### src/rtl/grey_rgb_pkg.sv
// grey_rgb_pkg: shared mode encoding, width-scaling helper and frame counter width
package grey_rgb_pkg;
    typedef enum logic [1:0] {MODE_REPL, MODE_INV, MODE_THR, MODE_LUT} mode_t;
    localparam int FRAME_CNT_W = 24;
    // Scale an in_w-bit value to ch_w bits (both 1..8), result right-aligned.
    // Output bit i (from the MSB) takes input bit i mod in_w (from the MSB): this
    // repeats v MSB-first when widening and keeps the MSBs when narrowing.
    function automatic logic [7:0] scale(input logic [7:0] v, input int in_w, input int ch_w);
        logic [7:0] r;
        r = '0;
        for (int i = 0; i < 8; i++)
            if (i < ch_w) r[3'(ch_w-1-i)] = v[3'(in_w-1-(i%in_w))];
        return r;
    endfunction
endpackage

### src/rtl/grey_lut.sv
// grey_lut: pseudo-colour register file, reset to the replicate mapping
// Ports: clk, rst (sync, active-high); we/addr/wdata write port; raddr/rdata combinational read
module grey_lut import grey_rgb_pkg::*; #(
    parameter int IN_W   = 4,
    parameter int CH_W   = 4,
    parameter int NUM_CH = 3
) (
    input  logic                     clk,
    input  logic                     rst,
    input  logic                     we,
    input  logic [IN_W-1:0]          addr,
    input  logic [NUM_CH*CH_W-1:0]   wdata,
    input  logic [IN_W-1:0]          raddr,
    output logic [NUM_CH*CH_W-1:0]   rdata
);
    logic [NUM_CH*CH_W-1:0] mem [2**IN_W];
    always_ff @(posedge clk) begin
        if (rst) begin
            for (int i = 0; i < 2**IN_W; i++)
                mem[i] <= {NUM_CH{CH_W'(scale(8'(i), IN_W, CH_W))}};
        end else if (we) begin
            mem[addr] <= wdata;
        end
    end
    assign rdata = mem[raddr];
endmodule

### src/rtl/grey_to_rgb_stream.sv
// grey_to_rgb_stream: pipelined grey -> NUM_CH-channel expander with skid buffer
// Ports: clk, rst (sync, active-high); in_valid/in_ready/pixel_in/in_sof/in_eol input stream;
//   mode/thresh per-frame settings (taken on accepted sof); out_valid/out_ready/pixel_out/
//   out_sof/out_eol output stream; frame_pixels previous frame size; lut_we/lut_addr/lut_wdata
//   LUT write port. Macro PSEUDO_COLOUR_EN builds the LUT; otherwise mode 3 acts as replicate.
module grey_to_rgb_stream import grey_rgb_pkg::*; #(
    parameter int IN_W   = 4,
    parameter int CH_W   = 4,
    parameter int NUM_CH = 3
) (
    input  logic                     clk,
    input  logic                     rst,
    input  logic                     in_valid,
    output logic                     in_ready,
    input  logic [IN_W-1:0]          pixel_in,
    input  logic                     in_sof,
    input  logic                     in_eol,
    input  logic [1:0]               mode,
    input  logic [IN_W-1:0]          thresh,
    output logic                     out_valid,
    input  logic                     out_ready,
    output logic [NUM_CH*CH_W-1:0]   pixel_out,
    output logic                     out_sof,
    output logic                     out_eol,
    output logic [FRAME_CNT_W-1:0]   frame_pixels,
    input  logic                     lut_we,
    input  logic [IN_W-1:0]          lut_addr,
    input  logic [NUM_CH*CH_W-1:0]   lut_wdata
);
    localparam int OW = NUM_CH*CH_W;
    mode_t                  mode_r, mode_e;
    logic [IN_W-1:0]        thr_r, thr_e, pix_n;
    logic [CH_W-1:0]        rep_ch, inv_ch;
    logic [OW-1:0]          pix, lut_rdata, skid_pix;
    logic                   skid_sof, skid_eol, skid_full, skid_nxt, acc, ld;
    logic [FRAME_CNT_W-1:0] cnt;

`ifdef PSEUDO_COLOUR_EN
    grey_lut #(.IN_W(IN_W), .CH_W(CH_W), .NUM_CH(NUM_CH)) u_lut (
        .clk(clk), .rst(rst), .we(lut_we), .addr(lut_addr), .wdata(lut_wdata),
        .raddr(pixel_in), .rdata(lut_rdata)
    );
`else
    wire unused_lut = ^{lut_we, lut_addr, lut_wdata};
    assign lut_rdata = {NUM_CH{rep_ch}};
`endif

    assign acc = in_valid && in_ready;
    // Output register can take a new beat when empty or being drained this cycle.
    assign ld = !out_valid || out_ready;
    // A full skid never coexists with an accept because in_ready is low then.
    assign skid_nxt = ld ? 1'b0 : (skid_full || acc);

    always_comb begin
        mode_e = in_sof ? mode_t'(mode) : mode_r;
        thr_e  = in_sof ? thresh : thr_r;
        pix_n  = ~pixel_in;
        rep_ch = CH_W'(scale(8'(pixel_in), IN_W, CH_W));
        inv_ch = CH_W'(scale(8'(pix_n), IN_W, CH_W));
        pix    = mode_e == MODE_INV ? {NUM_CH{inv_ch}} :
                 mode_e == MODE_THR ? (pixel_in >= thr_e ? '1 : '0) :
                 mode_e == MODE_LUT ? lut_rdata : {NUM_CH{rep_ch}};
    end

    always_ff @(posedge clk) begin
        if (rst) begin
            out_valid    <= 1'b0;
            in_ready     <= 1'b0;
            skid_full    <= 1'b0;
            pixel_out    <= '0;
            out_sof      <= 1'b0;
            out_eol      <= 1'b0;
            skid_pix     <= '0;
            skid_sof     <= 1'b0;
            skid_eol     <= 1'b0;
            mode_r       <= MODE_REPL;
            thr_r        <= '0;
            cnt          <= '0;
            frame_pixels <= '0;
        end else begin
            in_ready  <= !skid_nxt;
            skid_full <= skid_nxt;
            if (ld) begin
                out_valid <= skid_full || acc;
                if (skid_full)
                    {pixel_out, out_sof, out_eol} <= {skid_pix, skid_sof, skid_eol};
                else if (acc)
                    {pixel_out, out_sof, out_eol} <= {pix, in_sof, in_eol};
            end else if (acc) begin
                {skid_pix, skid_sof, skid_eol} <= {pix, in_sof, in_eol};
            end
            if (acc && in_sof) begin
                mode_r       <= mode_e;
                thr_r        <= thresh;
                frame_pixels <= cnt;
                cnt          <= FRAME_CNT_W'(1);
            end else if (acc && cnt != '1) begin
                cnt <= cnt + 1'b1;
            end
        end
    end
endmodule

### config.mk
export PLATFORM = sky130hd
export DESIGN_NAME = grey_to_rgb_stream
export DESIGN_NICKNAME = d
export VERILOG_FILES = /design/src/rtl/grey_rgb_pkg.sv /design/src/rtl/grey_lut.sv /design/src/rtl/grey_to_rgb_stream.sv
export SDC_FILE = /design/constraint.sdc
export NUM_CORES = 1
export LEC_CHECK = 0
export CAP_MARGIN = 20
export CORE_MARGIN = 3
export CORE_UTILIZATION = 45
export DETAILED_ROUTE_END_ITERATION = 10
export PLACE_DENSITY = 0.75
export SLEW_MARGIN = 20
export SYNTH_ARGS = -nofsm -noshare
export SYNTH_HDL_FRONTEND = slang
export SYNTH_SLANG_ARGS = --single-unit
### constraint.sdc
create_clock -name clk -period 2.2 [get_ports clk]
set_input_delay 0.44 -clock clk [delete_from_list [all_inputs] [get_ports clk]]
set_output_delay 0.44 -clock clk [all_outputs]
set_load 0.05 [all_outputs]
## Yosys cells after proc, flatten, opt, wreduce, memory -nomap -nowiden

Index checks and enable logic that the tools add are counted.

| word-level totals | value |
|---|---|
| bits in registers | 85 |
| word-level logic and storage cells | 47 |

| operators by class | value |
|---|---|
| add/sub/neg operators | 1 |
| magnitude comparators | 1 |
| equal/unequal tests | 3 |
| mux-type cells | 14 |
| bitwise gates (word level) | 2 |
| reductions and logical operators | 12 |

Operators by type and width:

| kind | number |
|---|---|
| two-way mux 12 bit | 5 |
| adder 24 x 1 -> 24 bit (second input constant) | 1 |
| inequality test 24 bit (second input constant) | 1 |
| two-way mux 1 bit | 7 |
| >= comparator 4 bit | 1 |
| two-way mux 4 bit | 1 |
| NOT 4 bit | 1 |
| AND reduction 2 bit | 2 |
| nonzero test 2 bit | 2 |
| logical AND 1 bit | 3 |
| == test 2 x 1 -> 1 bit (second input constant) | 1 |
| == test 2 bit (second input constant) | 1 |
| logical NOT 1 bit | 2 |
| logical OR 1 bit | 2 |
| two-way mux 2 bit | 1 |
| OR reduction 2 bit | 1 |
| NOT 1 bit | 1 |

## Longest topological paths before layout

| depth | value |
|---|---|
| depth in word-level cells | 7 |
| gate-level depth with buffers | 9 |
| depth with buffers taken out | 7 |

## Least setup slack after synthesis

OpenSTA, ideal clock, no wires.

| timing path | value |
|---|---|
| path kind | input port to flip-flop |
| start | input port in_sof |
| end | register skid_pix[7] |
| setup time | 0.138 ns |
| arrival time | 2.133 ns |
| required time | 2.062 ns |
| slack | -0.071 ns |
| stages | 8 |
| buffers on the path | 2 |
| cell sequence | clkbuf_1 > clkbuf_1 > mux2_2 > ha_1 > o21ai_0 > a21oi_1 > a21oi_1 > a21oi_1 |

| on the way | value |
|---|---|
| longest elaborated chain between the ends | 5 |
| elaborated cells between the ends (all ways) | 8 |
| those cells by class | order compare: 1; eq/ne: 2; mux: 5 |

Ends and longest elaborated chain:

| what | RTL line | source |
|---|---|---|
| start, declared | grey_to_rgb_stream.sv:16 | `input logic in_sof,` |
| two-way mux 4 bit | grey_to_rgb_stream.sv:56 | `thr_e = in_sof ? thresh : thr_r;` |
| >= comparator 4 bit | grey_to_rgb_stream.sv:61 | `mode_e == MODE_THR ? (pixel_in >= thr_e ? '1 : '0) :` |
| two-way mux 12 bit (2 in series) | grey_to_rgb_stream.sv:61 |  |
| two-way mux 12 bit (*) | grey_to_rgb_stream.sv:60 | `pix = mode_e == MODE_INV ? {NUM_CH{inv_ch}} :` |
| end signal, assigned | grey_to_rgb_stream.sv:90 | `{skid_pix, skid_sof, skid_eol} <= {pix, in_sof, in_eol};` |
| end, declared | grey_to_rgb_stream.sv:34 | `logic [OW-1:0] pix, lut_rdata, skid_pix;` |

Mark *: on every way between the ends. The rest lies on a longest branch, timed or not.
A chain may end at the register's enable or synchronous reset.

## Final worst setup path

| timing path | value |
|---|---|
| start | input port in_sof |
| end | register skid_pix[10] |

Same word-level chain as after synthesis.

==> results.cfg <==
[timing]
drv_slew = 0
fin_skew_ns = 0.0124
period_minus_slack_ns = 2.09
slew_headroom = 0.639
tns_ns = 0
hold_violations = 0
rsz0062_at_grt = false
tightest_slew_ns = 0.536
finalCritPeriodShare = 0.949
setup_viol = 0
fmaxAchievable_mhz = 479

[pwr]
seq_power_share = 0.511
power_switching_mw = 0.671
ir_drop_uv = 273
share_comb_of_total_power = 0.128
p_sw_frac = 0.267
p_leak_nw = 1.46
power_density_mw_per_mm2 = 597
power_mw = 2.51
p_int_mw = 1.84
p_clk_frac = 0.362

[worst_setup_path]
path_common_cell = a21oi_1
crit_path_start_kind = primary input
cp_cell_sequence = clkdlybuf4s50_1, mux2_2, ha_1, o21ai_0, a21oi_1, a21oi_1, a21oi_1
cpMaxStageDelayCell = clkdlybuf4s50_1
cp_num_buf_inv = 1
critPathTopFamily = compound AO/OA/AOI/OAI gates
slowest_delay_ns = 0.57
worstSetupEndpointType = register
crit_arrival_ns = 2.31
path_class = in2reg
critical_path.max_fanout = 4
critPathRequiredTime_ns = 2.42

[global_routing]
grt_pass1_vias = 2988
overflow = 0
grt_pass1_wl_um = 13200
grt_use_total = 0.192
grt_max_degree = 43
antenna_found_initial = 0

[clocking]
cts_hold_buf = 0
clock_sinks = 69
cts_htree_levels = 3
cts_made_buffers = 9
clk_latency_ns = 0.34
cts_tree = done
cts_resized = 0
clk_pin_slew_ns = 0.07
post_cts_buffers = 0
cts_root_buf = clkbuf_8
clockBufferDepth = 2

[synthesis]
syn_inst = 404
yosys-top-cells-area = dfxtp_1, nand2_1, a21oi_1, o21ai_0, clkbuf_1
avgSynthCellArea_um2 = 8.06
synth_top_area_frac = 0.424
ys_types = 47
synth_top_flop_cell = dfxtp_1
seq_area_frac_synth = 0.424
async_flop_share = 0
synth-seq-cells = 69
synth_edf_count = 0
syn_nets = 442
syn_area_mm2 = 0.00326
synth_area_leader_cell = dfxtp_1
ys.warnings.count = 0

[floorplan]
ios = 73
start_util = 0.471
dieArea_mm2 = 0.00829
die_h_um = 91.1
rows = 30
core_area_mm2 = 0.00691
die_w_um = 91.1

[finish]
insertedDiodeCount = 0
syn_to_final_growth_pct = 29.2
final_common_cell = nand2_1
drive_gt1_frac = 0.116
layout_common_cells = nand2_1, dfxtp_1, a21oi_1
nNetsFinal = 509

[routing]
dr.pass1.iters = 4
ant_nets = 0
detail_route.iter0.violations = 148
route.detailed.drc = 0
wl_per_cell_um = 13.6
wirelength_um = 7770
vias = 3106
viasPerCell = 5.43

[placed_design]
port-buffer-count = 55
place_hpwl_um = 5780
gp_congestion = 0.839

[flow_run]
maxCapViolCount = 0

[hold_path]
hp-class = reg2reg

[outcome]
outcome = finished clean
## through the flow
step	utilization	worst slack (ns)	hold slack (ns)	cell area, µm²	instances
2_1_floorplan	-	0.0445	0.434	3260	404
3_3_place_gp	0.584	-0.207	0.443	4040	556
3_5_place_dp	0.584	-0.216	0.447	4040	556
4_1_cts	0.609	0.142	0.456	4210	572
5_1_grt	0.609	0.0198	0.482	4210	572
6_report	0.609	0.113	0.454	4210	572
## flip-flops by register name (all words and copies together), names as in the netlist
register      cells
cnt              24
frame_pixels     24
in_ready          1
mode_r            2
out_eol           1
out_sof           1
out_valid         1
pixel_out         4
skid_eol          1
skid_full         1
skid_pix          4
skid_sof          1
thr_r             4
## power by group through the flow
stage | combinational [mW] | clock [mW] | sequential, mW
2_1_floorplan | 0.175 | 0 | 1.34
3_5_place_dp | 0.320 | 0 | 1.31
6_report | 0.321 | 0.907 | 1.28
5_1_grt | 0.346 | 0.977 | 1.28
3_3_place_gp | 0.315 | 0 | 1.31
4_1_cts | 0.322 | 0.921 | 1.28
## final timing paths
kind	depth (start not counted)	slack [ns]	from	end
setup / recovery	7	0.11	in_sof	skid_pix[10]$_SDFFE_PP0P_
hold / removal	2	0.45	frame_pixels[18]$_SDFFE_PP0P_	frame_pixels[18]$_SDFFE_PP0P_
setup reg to reg	7	0.20	cnt[1]$_SDFFE_PP0P_	cnt[4]$_SDFFE_PP0P_
hold reg to reg	2	0.45	frame_pixels[18]$_SDFFE_PP0P_	frame_pixels[18]$_SDFFE_PP0P_
## synthesized netlist by cell type (all sizes together) (5+ instances only)
master	number
nand2	87
dfxtp	69
a21oi	62
clkbuf	23
o21ai	22
nor2	17
buf	11
or3	11
nand4	9
o211ai	8
xnor2	8
or4	6
xor2	6
ha	5
mux2i	5
nand3	5
nor3b	5
## tightest hold or removal path, delay by kind of cell (launching register included)
kind / cells / cell delay [ns]
DFF: 1 / 0.31
AOI/OAI and AO/OA: 1 / 0.05
and+or+nand+nor: 1 / 0.05
## cells by family (layout without fill, tap and decap cells)
| group | Yosys count | in the layout | synth area share |
|---|---|---|---|
| AOI/OAI and AO/OA | 112 | 112 | 0.200 |
| xor gates and xnor gates | 14 | 14 | 0.0377 |
| and+or+nand+nor | 160 | 160 | 0.244 |
| muxes | 6 | 6 | 0.0188 |
| DFF | 69 | 69 | 0.424 |
| buffers and inverters | 38 | 110 | 0.0557 |
| adders and majority gates | 5 | 5 | 0.0192 |
## per-layer routing
metal / track usage / up-vias / share of wire / wire (µm)
met4: 0.0917 / 0 / 0.019 / 147
li1: - / 1562 / - / -
met2: 0.340 / 59 / 0.50 / 3900
met5: 0 / - / 0 / 0
met3: 0.0356 / 13 / 0.041 / 315
met1: 0.221 / 1472 / 0.44 / 3410
## layout make-up
cell class                 instances  area [µm²]
clock buffer                      13         149
clock inverter                     3        21.3
fill                             644        2700
inverter                           4        15.0
multi-input combinational        297        1690
sequential                        69        1380
tap                               96         120
timing repair buffer              90         826
(Power assumes the default switching activity.)
